$ cat src/rtl/cmp_pkg.sv
// Shared types for the sequential magnitude comparator: FSM states, result
// flags and the index-counter width helper.
package cmp_pkg;

  typedef enum logic [1:0] {
    IDLE = 2'd0,
    SCAN = 2'd1,
    DONE = 2'd2
  } state_e;

  typedef struct packed {
    logic eq;
    logic gt;
    logic lt;
  } result_t;

  // A single-digit operand still needs a 1-bit index register.
  function automatic int unsigned cnt_w(input int unsigned n);
    return (n > 1) ? $clog2(n) : 1;
  endfunction

endpackage

$ cat src/rtl/cmp_digit.sv
// Combinational compare of one DIGIT-bit slice; the top walks the operands
// MSB-first through this single instance.
module cmp_digit #(
  parameter int DIGIT = 1
) (
  input  logic [DIGIT-1:0] x,
  input  logic [DIGIT-1:0] y,
  output logic             dgt,
  output logic             dlt
);

  assign dgt = (x > y);
  assign dlt = (x < y);

endmodule

$ cat src/rtl/seq_mag_comparator.sv
// Multi-cycle magnitude comparator: scans latched operands MSB-first, DIGIT
// bits per clock, with optional early exit and two's complement mode.
module seq_mag_comparator
  import cmp_pkg::*;
#(
  parameter int WIDTH      = 8,
  parameter int DIGIT      = 1,
  parameter int EARLY_EXIT = 1
) (
  input  logic             clk,
  input  logic             rst_n,
  input  logic             start,
  input  logic             signed_mode,
  input  logic [WIDTH-1:0] a,
  input  logic [WIDTH-1:0] b,
  output logic             busy,
  output logic             done,
  output logic             eq,
  output logic             gt,
  output logic             lt
);

  localparam int N_DIG = WIDTH / DIGIT;
  localparam int IW    = cnt_w(N_DIG);
  localparam logic [IW-1:0]    IDX_MAX  = IW'(N_DIG - 1);
  localparam logic [WIDTH-1:0] SIGN_BIT = {1'b1, {(WIDTH-1){1'b0}}};

  state_e           state_q, state_d;
  logic [WIDTH-1:0] a_q, b_q;
  logic [IW-1:0]    idx_q;
  logic             dgt_q, dlt_q;
  result_t          res_q;

  logic [DIGIT-1:0] x_dig, y_dig;
  logic             dgt, dlt;
  logic             undecided, fin_gt, fin_lt, scan_end;

  assign x_dig = a_q[int'(idx_q)*DIGIT +: DIGIT];
  assign y_dig = b_q[int'(idx_q)*DIGIT +: DIGIT];

  cmp_digit #(.DIGIT(DIGIT)) u_digit (
    .x   (x_dig),
    .y   (y_dig),
    .dgt (dgt),
    .dlt (dlt)
  );

  // The first differing digit decides; later digits cannot override it.
  assign undecided = ~dgt_q & ~dlt_q;
  assign fin_gt    = dgt_q | (undecided & dgt);
  assign fin_lt    = dlt_q | (undecided & dlt);
  assign scan_end  = (idx_q == '0) || ((EARLY_EXIT != 0) && (dgt || dlt));

  always_ff @(posedge clk) begin
    if (!rst_n) state_q <= IDLE;
    else        state_q <= state_d;
  end

  always_comb begin
    state_d = state_q;
    case (state_q)
      IDLE:    if (start) state_d = SCAN;
      SCAN:    if (scan_end) state_d = DONE;
      DONE:    state_d = IDLE;
      default: state_d = IDLE;
    endcase
  end

  always_comb begin
    busy = (state_q != IDLE);
    done = (state_q == DONE);
    eq   = res_q.eq;
    gt   = res_q.gt;
    lt   = res_q.lt;
  end

  // Flipping the sign bit maps two's complement onto offset binary, so the
  // unsigned digit scan orders signed operands correctly.
  always_ff @(posedge clk) begin
    if (!rst_n) begin
      a_q   <= '0;
      b_q   <= '0;
      idx_q <= '0;
      dgt_q <= 1'b0;
      dlt_q <= 1'b0;
      res_q <= '0;
    end else begin
      case (state_q)
        IDLE: begin
          if (start) begin
            a_q   <= a ^ (signed_mode ? SIGN_BIT : '0);
            b_q   <= b ^ (signed_mode ? SIGN_BIT : '0);
            idx_q <= IDX_MAX;
            dgt_q <= 1'b0;
            dlt_q <= 1'b0;
            res_q <= '0;
          end
        end
        SCAN: begin
          dgt_q <= fin_gt;
          dlt_q <= fin_lt;
          if (scan_end) res_q <= {~(fin_gt | fin_lt), fin_gt, fin_lt};
          else          idx_q <= idx_q - 1'b1;
        end
        default: ;
      endcase
    end
  end

endmodule
$ cat config.mk
export PLATFORM = sky130hd
export DESIGN_NAME = seq_mag_comparator
export DESIGN_NICKNAME = d
export VERILOG_FILES = /design/src/rtl/cmp_pkg.sv /design/src/rtl/cmp_digit.sv /design/src/rtl/seq_mag_comparator.sv
export SDC_FILE = /design/constraint.sdc
export NUM_CORES = 1
export LEC_CHECK = 0
export ABC_CLOCK_PERIOD_IN_PS = 6000
export BUFFER_PORTS_ARGS = -buffer_cell sky130_fd_sc_hd__buf_2
export CORE_ASPECT_RATIO = 0.9
export CORE_MARGIN = 4
export CORE_UTILIZATION = 40
export DETAILED_ROUTE_END_ITERATION = 8
export PLACE_DENSITY = 0.66
export SLEW_MARGIN = 10
export SYNTH_ARGS = -nofsm -noshare
export SYNTH_HDL_FRONTEND = slang
export SYNTH_SLANG_ARGS = --single-unit
$ cat constraint.sdc
create_clock -name clk -period 6 [get_ports clk]
set_input_delay 0 -clock clk [delete_from_list [all_inputs] [get_ports clk]]
set_output_delay 0 -clock clk [all_outputs]
set_load 0.005 [all_outputs]
# Word level (Yosys, flattened, before mapping)
# Index checks and enable logic that the tools add are counted.
[word_totals] reg_bits=26 latch_bits=0 mem_bits_rw=0 rom_bits=0 in_bits=20 out_inout_bits=5 word_cells=54 memories=0
[classes] n_addsub=1 n_mul=0 div=0 magnitude_cmp=2 eq_ne=5 n_shift=2 muxes=13 bitwise=11 n_reduce_logical=11
[ops] operator="8-bit by 4-bit indexed part select with 1-bit output" count=2
[ops] operator="8-bit XOR" count=2
[ops] operator="3-bit two-way mux" count=4
[ops] operator="3-bit one-hot mux with 2 select lines" count=2
[ops] operator="8-bit two-way mux" count=1
[ops] operator="2-bit inequality test (second input constant)" count=3
[ops] operator="2-bit AND reduction" count=3
[ops] operator="3-bit AND reduction" count=2
[ops] operator="2-bit two-way mux" count=2
[ops] operator="1-bit one-hot mux with 2 select lines" count=2
[ops] operator="2-bit one-hot mux with 2 select lines" count=1
[ops] operator="2-bit nonzero test" count=2
[ops] operator="1-bit AND" count=3
[ops] operator="3-bit logical NOT" count=1
[ops] operator="1-bit NOT" count=3
[ops] operator="1-bit OR" count=3
[ops] operator="3-bit by 1-bit subtractor with 3-bit output (second input constant)" count=1
[ops] operator="2-bit by 1-bit equality test with 1-bit output (second input constant)" count=1
[ops] operator="2-bit equality test (second input constant)" count=1
[ops] operator="2-bit logical NOT" count=1
[ops] operator="1-bit logical OR" count=2
[ops] operator="1-bit greater-than comparator" count=1
[ops] operator="1-bit less-than comparator" count=1
[ops] operator="1-bit two-way mux" count=1

# Longest topological paths before layout
# Gate-level depths: netlist of the first run.
[depth] ltp_word=8 mapped_depth=8 mapped_depth_nobuf=7

# By module
# From an unflattened synthesis of the first run, not the netlist that was laid out.
[hier_totals] cells_unflattened=135 hier_area_um2=1234.9
[by_module_without_submodules] mod="seq_mag_comparator" instances=1 cells_per_inst=133 area_each_um2=1219.9 seq_area_each_um2=520.5
[by_module_without_submodules] mod="cmp_digit" instances=1 cells_per_inst=2 area_each_um2=15.0 seq_area_each_um2=0.0

# Least setup slack after synthesis of the first run
# OpenSTA, ideal clock, no wires.
[synth_path] path_kind="flip-flop to flip-flop" from="register idx_q[0]" to="register idx_q[0]" t_arrival_ps=2033 slack_ps=3850 stages_incl_launch_ff=9 path_buffers=2 synth_period_minus_slack_ps=2150 path_cell_list="dfxtp_1 > buf_6 > mux4_2 > mux2i_1 > inv_1 > ha_1 > clkbuf_1 > a211o_2 > and4_1"
[synth_via] elab_chain_len=6
[synth_rtl] item="from (decl)" line="seq_mag_comparator.sv:30" text="logic [IW-1:0] idx_q;"
[synth_rtl] item="from (signal assigned)" line="seq_mag_comparator.sv:103" text="else idx_q <= idx_q - 1'b1;"
[synth_rtl] item="8-bit by 4-bit indexed part select with 1-bit output, on equally long branches" line="seq_mag_comparator.sv:38, seq_mag_comparator.sv:39"
[synth_rtl] item="1-bit greater-than comparator or 1-bit less-than comparator (tied branches)" line="cmp_digit.sv:12, cmp_digit.sv:13"
[synth_rtl] item="1-bit logical OR (2 in a row)" line="seq_mag_comparator.sv:52" text="assign scan_end = (idx_q == '0) || ((EARLY_EXIT != 0) && (dgt || dlt));"
[synth_rtl] item="2-bit inequality test (no source line)"
[synth_rtl] item="3-bit AND reduction (no source line)"
# Several ways; a longest one is shown, not always the timed one. The select of a mux whose other input is x is not followed.
# A chain may end at the register's enable or synchronous reset.

# Worst setup path after layout of the first run
# Ends and elaborated chain as after synthesis.

==> impl_metrics.sql, run 1 <==
INSERT INTO impl_metrics (metric_group, metric, value, unit) VALUES
('flow_run', 'drv_cap', '0', ''),
('routing', 'finalWirelength', '2590', 'um'),
('floorplan', 'die-width', '68.8', 'um'),
('logic_synthesis', 'yosys_most_used_dff', 'sky130_fd_sc_hd__dfxtp_1', ''),
('clocking', 'cts.htree.levels', '1', ''),
('logic_synthesis', 'synth_cells', '142', ''),
('place', 'post_dp_cell_area', '0.00142', 'sq mm'),
('routing', 'num_vias', '1053', ''),
('critical_path', 'critical_path_arrival', '2530', 'ps'),
('clocking', 'clk_path_buf_depth', '2', ''),
('timing', 'finalWorstPathRequiredPeriod', '2360', 'ps'),
('logic_synthesis', 'syn-num-nets', '166', ''),
('logic_synthesis', 'seq_area_frac_synth', '39.1', '%'),
('global_routing', 'busiest_metal_layer_after_global_routing', 'met2', ''),
('timing', 'finalHoldViolCount', '0', ''),
('critical_path', 'cp.required', '6170', 'ps'),
('timing', 'timing.clock.skew', '2.73', 'ps'),
('logic_synthesis', 'synth_area', '0.00133', 'sq mm'),
('critical_path', 'worst-r2r-setup-slack', '3640', 'ps'),
('critical_path', 'reg2regPathDepth', '6', ''),
('power_and_ir_drop', 'power.switching', '128', 'uW'),
('floorplan', 'core_region_area', '0.00311', 'sq mm'),
('logic_synthesis', 'yosys_warnings', '0', ''),
('power_and_ir_drop', 'comb_power_share', '23.7', '%'),
('place', 'detailed_placement_wirelength_estimate', '1790', 'um'),
('global_routing', 'remaining_global_route_overflow', '0', ''),
('critical_path', 'cp_slowest_cell', 'sky130_fd_sc_hd__mux4_2', ''),
('worst_hold_path', 'min_delay_path_depth', '4', ''),
('critical_path', 'timing.critical_path.from', 'idx_q[0]$_SDFFE_PN0P_', ''),
('routing', 'avgRoutedWirePerCell', '12.0', 'um'),
('routing', 'route.detailed.drc', '0', ''),
('logic_synthesis', 'synth_top_area_cell', 'sky130_fd_sc_hd__dfxtp_1', ''),
('clocking', 'post_cts_resize_count', '0', ''),
('critical_path', 'worstSetupStartpointType', 'flip-flop', ''),
('critical_path', 'cpPeakStageDelay', '550', 'ps'),
('clocking', 'clock_sink_count', '26', ''),
('global_routing', 'grt_util_met1', '17.7', '%'),
('global_routing', 'first_global_vias', '988', ''),
('logic_synthesis', 'synth_async_sr_flop_share', '0', '%'),
('finish', 'area_added_between_synthesis_and_finish', '22.8', '%'),
('timing', 'setup_ws', '3640', 'ps'),
('place', 'placement.io_buffers', '24', ''),
('clocking', 'cts_tree', 'built', ''),
('critical_path', 'worst-path-buf-inv', '1', ''),
('logic_synthesis', 'yosysTopAreaCellShare', '39.1', '%'),
('logic_synthesis', 'postSynthAreaPerCell', '9.37', 'sq um'),
('clocking', 'worst_skew_pair.late_latency', '270', 'ps'),
('routing', 'detailedRoute.firstPassIterationCount', '4', ''),
('timing', 'finalCritPeriodShare', '39.3', '%'),
('finish', 'finalNetCount', '198', ''),
('power_and_ir_drop', 'irDropWorstVdd', '0.000216', 'V'),
('global_routing', 'grt_start_max_net_pins', '30', ''),
('finish', 'layout-drive-gt1-share', '21.4', '%'),
('timing', 'grt_setup_unrepaired', 'false', ''),
('floorplan', 'placement_rows', '19', ''),
('critical_path', 'worstSetupEndpoint', 'idx_q[0]$_SDFFE_PN0P_', ''),
('status', 'outcome', 'finished clean', ''),
('critical_path', 'crit_path_cell_count', '6', ''),
('finish', 'diodes', '0', ''),
('logic_synthesis', 'ff_latch_count_synth', '26', ''),
('critical_path', 'cpLargestDelayFamily', 'multiplexers', ''),
('floorplan', 'die_area', '0.00431', 'sq mm'),
('finish', 'finish.instance_area', '0.00163', 'sq mm'),
('finish', 'mostFrequentLayoutCell', 'sky130_fd_sc_hd__nand2_1', ''),
('global_routing', 'grt.met3_usage', '3.78', '%'),
('global_routing', 'grt.met2_usage', '21.2', '%'),
('critical_path', 'timing.critical_path.to_type', 'flip-flop', ''),
('logic_synthesis', 'synthTopCellsByArea', 'sky130_fd_sc_hd__dfxtp_1 (39%), sky130_fd_sc_hd__nand2_1 (10%), sky130_fd_sc_hd__mux4_2 (6.8%), sky130_fd_sc_hd__a21boi_1 (5.6%), sky130_fd_sc_hd__buf_6 (4.2%)', ''),
('logic_synthesis', 'synthDistinctLibCells', '35', ''),
('clocking', 'cts-root-buf', 'sky130_fd_sc_hd__clkbuf_8', ''),
('timing', 'setup_viol', '0', '');
[worst min-delay path: cells and delay by family]
family,cells,cell delay [ps]
simple gates,1,60
compound gates,1,130
buf+inv,1,80
xor+xnor,1,50
[cell type report]
class                      count  area, sq um
sequential                    26          520
multi-input combinational     99          706
timing repair buffer          38          260
clock buffer                   3         41.3
clock inverter                 1         30.0
fill                         284         1480
inverter                       6         22.5
tap                           42         52.6
[power groups by stage]
stage               clock network [mW]  registers (mW)  logic, mW
finish                           0.145           0.208      0.110
global route                     0.155           0.211      0.123
CTS                              0.149           0.208      0.110
global placement                     0           0.211     0.0989
floorplan                            0           0.203     0.0944
detailed placement                   0           0.212      0.103
[stage by stage]
stage / hold WS (ps) / std cells
floorplan: 135 / 142
global route: 90.7 / 215
global placement: 239 / 197
CTS: 71.5 / 215
detailed placement: 248 / 197
finish: 75.6 / 215
[timing repair]
| action | in CTS | in global routing |
|---|---|---|
| hold buffers | 14 | 0 |
| buffers inserted | 0 | 0 |
| endpoints found under the hold margin | 14 | 0 |
[routing by layer]
metal	share of wire (%)	vias up
met2	45	23
met5	0	-
met1	50	474
met4	0.73	0
li1	-	551
met3	4.4	5
[worst min-delay path by stage]
stage | start | end | slack (ps)
after global routing | b[7] | b_q[7]$_SDFFE_PN0P_ | 90
after floorplan | a[0] | a_q[0]$_SDFFE_PN0P_ | 130
after CTS | b[7] | b_q[7]$_SDFFE_PN0P_ | 70
after detailed placement | b[2] | b_q[2]$_SDFFE_PN0P_ | 250
final | b[7] | b_q[7]$_SDFFE_PN0P_ | 80
after global placement | a[2] | a_q[2]$_SDFFE_PN0P_ | 240
[synth_stat cells, drive strengths merged (2+ instances only)]
library cell and n:
nand2 36, dfxtp 26, a21boi 16, buf 7, inv 6, mux2i 5
nor2b 5, clkbuf 4, ha 4, mux4 4, nand4 3, o21ai 3
nor3b 2, o211a 2, o211ai 2, xnor2 2
[logic make-up after synthesis]
group / share of synthesized area [%]
and+or+nand+nor: 20.3
AOI/OAI and AO/OA: 17.1
DFF: 39.1
buffers and inverters: 7.81
muxes: 10.5
adders and majority gates: 3.76
xor gates and xnor gates: 1.32
[state kept, by name, indices dropped and copies added, names as in the netlist]
signal   count
a_q          8
b_q          8
idx_q        3
state_q      2
dgt_q        1
dlt_q        1
eq           1
gt           1
lt           1
(Power assumes the default switching activity.)
==> run 2, diff against run 1 <==
--- a/config.mk
+++ b/config.mk
@@ -5,13 +5,13 @@
 export SDC_FILE = /design/constraint.sdc
 export NUM_CORES = 1
 export LEC_CHECK = 0
-export ABC_CLOCK_PERIOD_IN_PS = 6000
+export ABC_CLOCK_PERIOD_IN_PS = 2020
 export BUFFER_PORTS_ARGS = -buffer_cell sky130_fd_sc_hd__buf_2
 export CORE_ASPECT_RATIO = 0.9
 export CORE_MARGIN = 4
 export CORE_UTILIZATION = 40
 export DETAILED_ROUTE_END_ITERATION = 8
-export PLACE_DENSITY = 0.66
+export PLACE_DENSITY = 0.68
 export SLEW_MARGIN = 10
 export SYNTH_ARGS = -nofsm -noshare
 export SYNTH_HDL_FRONTEND = slang
==> constraint.sdc (replaced) <==
create_clock -name clk -period 2.02 [get_ports clk]
set_input_delay 0 -clock clk [delete_from_list [all_inputs] [get_ports clk]]
set_output_delay 0 -clock clk [all_outputs]
set_load 0.005 [all_outputs]
==> impl_metrics.sql, run 2 (synthesis results as in run 1) <==
INSERT INTO impl_metrics (metric_group, metric, value, unit) VALUES
('routing', 'finalWirelength', '2790', 'um'),
('floorplan', 'placement_rows', '19', ''),
('timing', 'grt_setup_unrepaired', 'true', ''),
('critical_path', 'timing.critical_path.to_type', 'flip-flop', ''),
('power_and_ir_drop', 'part_of_the_total_power_dissipated_in_sequential_elements', '42.7', '%'),
('timing', 'fin_worst_hold_slack', '74.9', 'ps'),
('routing', 'num_vias', '1101', ''),
('critical_path', 'critical_path_arrival', '2220', 'ps'),
('timing', 'setup_viol', '2', ''),
('power_and_ir_drop', 'comb_power_share', '27.2', '%'),
('timing', 'finalCritPeriodShare', '101', '%'),
('floorplan', 'ios', '25', ''),
('floorplan', 'die_area', '0.00431', 'sq mm'),
('global_routing', 'track_usage', '13.9', '%'),
('clocking', 'clk_path_buf_depth', '2', ''),
('finish', 'layout_top_registers', 'a_q: 8 flops, b_q: 8 flops, idx_q: 3 flops', ''),
('global_routing', 'busiest_metal_layer_after_global_routing', 'met2', ''),
('clocking', 'worst_skew_pair.late_latency', '280', 'ps'),
('finish', 'mostFrequentLayoutCell', 'sky130_fd_sc_hd__nand2_1', ''),
('critical_path', 'worstPathMaxFanout', '8', ''),
('floorplan', 'initial_core_util', '42.7', '%'),
('global_routing', 'grt_start_max_net_pins', '30', ''),
('routing', 'detailedRoute.firstPassIterationCount', '4', ''),
('floorplan', 'core_region_area', '0.00311', 'sq mm'),
('global_routing', 'antenna_found_initial', '0', ''),
('timing', 'setup_ws', '-24.6', 'ps'),
('power_and_ir_drop', 'irDropWorstVdd', '0.000581', 'V'),
('routing', 'drt_iter0_markers', '34', ''),
('power_and_ir_drop', 'internal_power', '1.05', 'mW'),
('timing', 'fin_tns_setup', '-35.7', 'ps'),
('status', 'failing_checks', 'setup timing', ''),
('worst_hold_path', 'worst_hold_path_type', 'primary input to flip-flop', ''),
('routing', 'ant_nets', '0', ''),
('global_routing', 'grt.met3_usage', '4.68', '%'),
('timing', 'finalWorstPathRequiredPeriod', '2040', 'ps'),
('timing', 'timing.clock.skew', '6.56', 'ps'),
('status', 'outcome', 'finished with violations', ''),
('place', 'detailed_placement_wirelength_estimate', '1890', 'um'),
('timing', 'slew_violations', '0', ''),
('floorplan', 'die-width', '68.8', 'um'),
('global_routing', 'remaining_global_route_overflow', '0', ''),
('place', 'placed_cells', '200', ''),
('power_and_ir_drop', 'leakage', '0.734', 'nW'),
('clocking', 'cts_tree', 'built', ''),
('timing', 'slew_worst_pin', '465', 'ps'),
('finish', 'layout.cells.most_common_list', 'sky130_fd_sc_hd__nand2_1 (36), sky130_fd_sc_hd__dfxtp_1 (25), sky130_fd_sc_hd__buf_2 (24), sky130_fd_sc_hd__dlygate4sd3_1 (14), sky130_fd_sc_hd__a21boi_1 (11)', ''),
('clocking', 'clkTransAtPathRegs', '90', 'ps'),
('clocking', 'cts-root-buf', 'sky130_fd_sc_hd__clkbuf_8', ''),
('timing', 'finalHoldViolCount', '0', ''),
('routing', 'route.detailed.drc', '0', ''),
('critical_path', 'cp.required', '2190', 'ps'),
('power_and_ir_drop', 'clkPwrFrac', '30.1', '%'),
('finish', 'instances_no_fill', '220', ''),
('global_routing', 'grt.met2_usage', '22.5', '%'),
('place', 'placement.io_buffers', '24', ''),
('critical_path', 'worstSetupStartpointType', 'flip-flop', ''),
('finish', 'layout-drive-gt1-share', '27.0', '%'),
('power_and_ir_drop', 'power-per-cell-area', '847', 'mW/mm^2'),
('timing', 'fmax', '0.489', 'GHz'),
('power_and_ir_drop', 'sw_frac_of_total', '28.0', '%'),
('power_and_ir_drop', 'power.switching', '406', 'uW'),
('global_routing', 'first_pass_grt_wire_length', '4600', 'um'),
('global_routing', 'first_global_vias', '1044', ''),
('clocking', 'cts_bufs_inserted', '3', ''),
('global_routing', 'grt_util_met1', '16.5', '%'),
('critical_path', 'worst-r2r-setup-slack', '-20', 'ps'),
('clocking', 'clock_sink_count', '26', ''),
('critical_path', 'setup.worst_path.class', 'flip-flop to flip-flop', ''),
('place', 'routabilityCongestion', '0.717', ''),
('flow_run', 'drv_cap', '0', ''),
('finish', 'diodes', '0', ''),
('routing', 'avgRoutedWirePerCell', '12.7', 'um'),
('routing', 'detail_route.vias_per_cell', '5.00', ''),
('finish', 'area_added_between_synthesis_and_finish', '28.8', '%'),
('floorplan', 'y_dimension_of_the_die', '62.7', 'um'),
('timing', 'maxSlewHeadroom', '69.0', '%'),
('clocking', 'cts.htree.levels', '1', ''),
('finish', 'finalNetCount', '203', '');
-- run 2: critical path: stages (launching register included) --
cell and delay, ps:
sky130_fd_sc_hd__dfxtp_4 410, sky130_fd_sc_hd__mux4_2 510, sky130_fd_sc_hd__mux2i_1 190, sky130_fd_sc_hd__inv_1 100
sky130_fd_sc_hd__ha_4 250, sky130_fd_sc_hd__and4b_1 180, sky130_fd_sc_hd__o311a_1 290
-- run 2: area by class of cell --
cell class,instances,area [sq um]
clock buffer,3,41.3
clock inverter,1,30.0
fill,273,1400
inverter,6,22.5
multi-input combinational,99,744
sequential,26,524
tap,42,52.6
timing repair buffer,43,298
-- run 2: worst paths after layout --
kind                               from                     to  cells past startpoint
setup / recovery  idx_q[0]$_SDFFE_PN0P_  idx_q[2]$_SDFFE_PN0P_                      6
hold / removal                     a[7]    a_q[7]$_SDFFE_PN0P_                      4
hold reg to reg     b_q[2]$_SDFFE_PN0P_    b_q[2]$_SDFFE_PN0P_                      2
setup reg to reg  idx_q[0]$_SDFFE_PN0P_  idx_q[2]$_SDFFE_PN0P_                      6
-- run 2: what timing repair did --
action | 4_1_cts | 5_1_grt
setup endpoints to repair | 7 | 8
buffers inserted | 2 | 0
resized for setup | 5 | 5
pin swaps | 1 | 1
endpoints found under the hold margin | 14 | 0
hold buffers | 14 | 0
-- run 2: per-layer routing --
layer,vias to the layer above,share of wire (%)
met4,0,2.2
met5,-,0
li1,560,-
met3,9,3.9
met2,19,50
met1,513,44
-- run 2: stage by stage --
stage	util, %	cell area (sq um)	total power, mW	setup slack (ps)
2_1_floorplan	-	1340	0.899	-102
3_3_place_gp	46.4	1450	0.941	-127
3_5_place_dp	46.4	1450	0.956	-203
4_1_cts	54.6	1700	1.45	-5.92
5_1_grt	55.0	1710	1.53	-106
6_report	55.0	1710	1.45	-24.6
-- run 2: power groups by stage --
stage          registers [mW]  logic, mW  clock network, mW
3_5_place_dp            0.630      0.327                  0
3_3_place_gp            0.627      0.315                  0
5_1_grt                 0.630      0.437              0.463
2_1_floorplan           0.602      0.297                  0
6_report                0.620      0.395              0.436
4_1_cts                 0.619      0.385              0.446
==> run 3, diff against run 2 <==
--- a/config.mk
+++ b/config.mk
@@ -11,7 +11,9 @@
 export CORE_MARGIN = 4
 export CORE_UTILIZATION = 40
 export DETAILED_ROUTE_END_ITERATION = 8
+export HOLD_SLACK_MARGIN = 0.05
 export PLACE_DENSITY = 0.68
+export SETUP_SLACK_MARGIN = 0.5
 export SLEW_MARGIN = 10
 export SYNTH_ARGS = -nofsm -noshare
 export SYNTH_HDL_FRONTEND = slang
==> impl_metrics.sql, run 3 (synthesis results as in run 1) <==
INSERT INTO impl_metrics (metric_group, metric, value, unit) VALUES
('status', 'outcome', 'finished clean', ''),
('clocking', 'worst_skew_pair.late_latency', '270', 'ps'),
('timing', 'setup_viol', '0', ''),
('routing', 'drt_iter0_markers', '50', ''),
('floorplan', 'core_region_area', '0.00311', 'sq mm'),
('place', 'placed_cells', '201', ''),
('critical_path', 'timing.critical_path.from', 'idx_q[0]$_SDFFE_PN0P_', ''),
('critical_path', 'cp.required', '2190', 'ps'),
('timing', 'slew_violations', '0', ''),
('clocking', 'cts_tree', 'built', ''),
('worst_hold_path', 'worst_hold_path_type', 'primary input to flip-flop', ''),
('critical_path', 'timing.rr.end', 'idx_q[1]$_SDFFE_PN0P_', ''),
('global_routing', 'grt_start_max_net_pins', '30', ''),
('clocking', 'cts.htree.levels', '1', ''),
('routing', 'finalWirelength', '2740', 'um'),
('routing', 'detail_route.vias_per_cell', '4.98', ''),
('timing', 'timing.clock.skew', '7.44', 'ps'),
('routing', 'ant_nets', '0', ''),
('global_routing', 'remaining_global_route_overflow', '0', ''),
('place', 'detailed_placement_wirelength_estimate', '1970', 'um'),
('floorplan', 'die_area', '0.00431', 'sq mm'),
('power_and_ir_drop', 'part_of_the_total_power_dissipated_in_sequential_elements', '41.8', '%'),
('finish', 'diodes', '0', ''),
('power_and_ir_drop', 'power.switching', '416', 'uW'),
('clocking', 'clkTransAtPathRegs', '100', 'ps'),
('power_and_ir_drop', 'irDropWorstVdd', '0.000457', 'V'),
('critical_path', 'setup.worst_path.class', 'flip-flop to flip-flop', ''),
('power_and_ir_drop', 'power-per-cell-area', '848', 'mW/mm^2'),
('timing', 'fin_tns_setup', '0', 'ps'),
('global_routing', 'first_global_vias', '1108', ''),
('flow_run', 'drv_cap', '0', ''),
('power_and_ir_drop', 'leakage', '0.738', 'nW'),
('timing', 'slew_worst_pin', '423', 'ps'),
('finish', 'layout_top_registers', 'a_q: 8 flops, b_q: 8 flops, idx_q: 3 flops', ''),
('timing', 'fmax', '0.497', 'GHz'),
('place', 'placement.io_buffers', '24', ''),
('critical_path', 'worst-r2r-setup-slack', '8', 'ps'),
('critical_path', 'worstSetupEndpoint', 'idx_q[1]$_SDFFE_PN0P_', ''),
('global_routing', 'antenna_found_initial', '0', ''),
('floorplan', 'y_dimension_of_the_die', '62.7', 'um'),
('finish', 'area_added_between_synthesis_and_finish', '31.4', '%'),
('critical_path', 'worstPathMaxFanout', '7', ''),
('place', 'routabilityCongestion', '0.873', ''),
('routing', 'route.detailed.drc', '0', ''),
('clocking', 'cts_bufs_inserted', '3', ''),
('critical_path', 'worstSetupStartpointType', 'flip-flop', ''),
('power_and_ir_drop', 'sw_frac_of_total', '28.0', '%'),
('clocking', 'clock_sink_count', '26', ''),
('critical_path', 'worstReg2RegStart', 'idx_q[0]$_SDFFE_PN0P_', ''),
('timing', 'maxSlewHeadroom', '71.8', '%'),
('floorplan', 'placement_rows', '19', ''),
('routing', 'avgRoutedWirePerCell', '12.4', 'um'),
('timing', 'grt_setup_unrepaired', 'true', ''),
('critical_path', 'timing.critical_path.to_type', 'flip-flop', ''),
('timing', 'finalCritPeriodShare', '99.6', '%'),
('routing', 'num_vias', '1096', ''),
('critical_path', 'critical_path_arrival', '2190', 'ps'),
('clocking', 'clk_path_buf_depth', '2', ''),
('routing', 'detailedRoute.firstPassIterationCount', '4', ''),
('clocking', 'cts-root-buf', 'sky130_fd_sc_hd__clkbuf_8', ''),
('floorplan', 'die-width', '68.8', 'um'),
('finish', 'finalNetCount', '203', ''),
('floorplan', 'ios', '25', ''),
('finish', 'layout-drive-gt1-share', '28.7', '%'),
('finish', 'mostFrequentLayoutCell', 'sky130_fd_sc_hd__nand2_1', ''),
('power_and_ir_drop', 'clkPwrFrac', '29.2', '%'),
('finish', 'instances_no_fill', '220', ''),
('worst_hold_path', 'hold_path_startpoint', 'a[7]', ''),
('timing', 'finalHoldViolCount', '0', ''),
('global_routing', 'track_usage', '14.6', '%'),
('critical_path', 'reg2regPathDepth', '6', ''),
('timing', 'finalWorstPathRequiredPeriod', '2010', 'ps'),
('power_and_ir_drop', 'comb_power_share', '28.9', '%'),
('power_and_ir_drop', 'internal_power', '1.07', 'mW'),
('floorplan', 'initial_core_util', '42.7', '%'),
('global_routing', 'first_pass_grt_wire_length', '4850', 'um'),
('finish', 'layout.cells.most_common_list', 'sky130_fd_sc_hd__nand2_1 (36), sky130_fd_sc_hd__dfxtp_1 (25), sky130_fd_sc_hd__buf_2 (24), sky130_fd_sc_hd__dlygate4sd3_1 (14), sky130_fd_sc_hd__a21boi_1 (12)', '');
==> run 3: metal layers <==
layer / vias to the layer above / track usage (%) / routed length [um]
li1: 565 / - / -
met1: 503 / 18.8 / 1280
met2: 21 / 23.5 / 1320
met3: 7 / 3.78 / 97
met4: 0 / 4.38 / 42
met5: - / 0 / 0
==> run 3: repair_timing <==
action / 4_1_cts / 5_1_grt
setup endpoints to repair: 10 / 11
buffers inserted: 1 / 0
hold buffers: 14 / 0
endpoints found under the hold margin: 14 / 0
pin swaps: 9 / 3
resized for setup: 12 / 4
==> run 3: layout make-up <==
| type | count | area, sq um |
|---|---|---|
| multi-input combinational | 99 | 779 |
| fill | 264 | 1370 |
| inverter | 6 | 22.5 |
| clock buffer | 3 | 41.3 |
| timing repair buffer | 43 | 298 |
| sequential | 26 | 524 |
| clock inverter | 1 | 30.0 |
| tap | 42 | 52.6 |
==> run 3: power groups by stage <==
stage	Sequential (mW)	Clock, mW	Combinational (mW)
after global placement	0.625	0	0.325
after CTS	0.621	0.441	0.406
after detailed placement	0.629	0	0.337
after global routing	0.630	0.466	0.474
after floorplan	0.603	0	0.299
final	0.620	0.433	0.428
==> run 3: stage by stage <==
step / setup slack (ps) / total power [mW] / utilization [%] / hold slack, ps / cell area (sq um)
global placement: -23.7 / 0.950 / 46.7 / 242 / 1460
floorplan: -80.8 / 0.901 / - / 135 / 1340
CTS: 33.6 / 1.47 / 55.3 / 84.2 / 1720
finish: 7.79 / 1.48 / 56.1 / 89.7 / 1750
detailed placement: -90.5 / 0.966 / 46.7 / 248 / 1460
global route: -89.3 / 1.57 / 56.1 / 112 / 1750
==> run 3: worst min-delay path by stage <==
stage	endpoint	slack (ps)	cells past startpoint
global route	b_q[7]$_SDFFE_PN0P_	110	4
detailed placement	a_q[2]$_SDFFE_PN0P_	250	3
global placement	a_q[2]$_SDFFE_PN0P_	240	3
finish	a_q[7]$_SDFFE_PN0P_	90	4
floorplan	a_q[0]$_SDFFE_PN0P_	130	2
CTS	a_q[7]$_SDFFE_PN0P_	80	4
==> run 3: critical path: stages (launching register included) <==
cell                      delay (ps)
sky130_fd_sc_hd__dfxtp_4         400
sky130_fd_sc_hd__mux4_2          510
sky130_fd_sc_hd__mux2i_2         190
sky130_fd_sc_hd__inv_1           100
sky130_fd_sc_hd__ha_4            250
sky130_fd_sc_hd__a311o_1         270
sky130_fd_sc_hd__and3_1          190
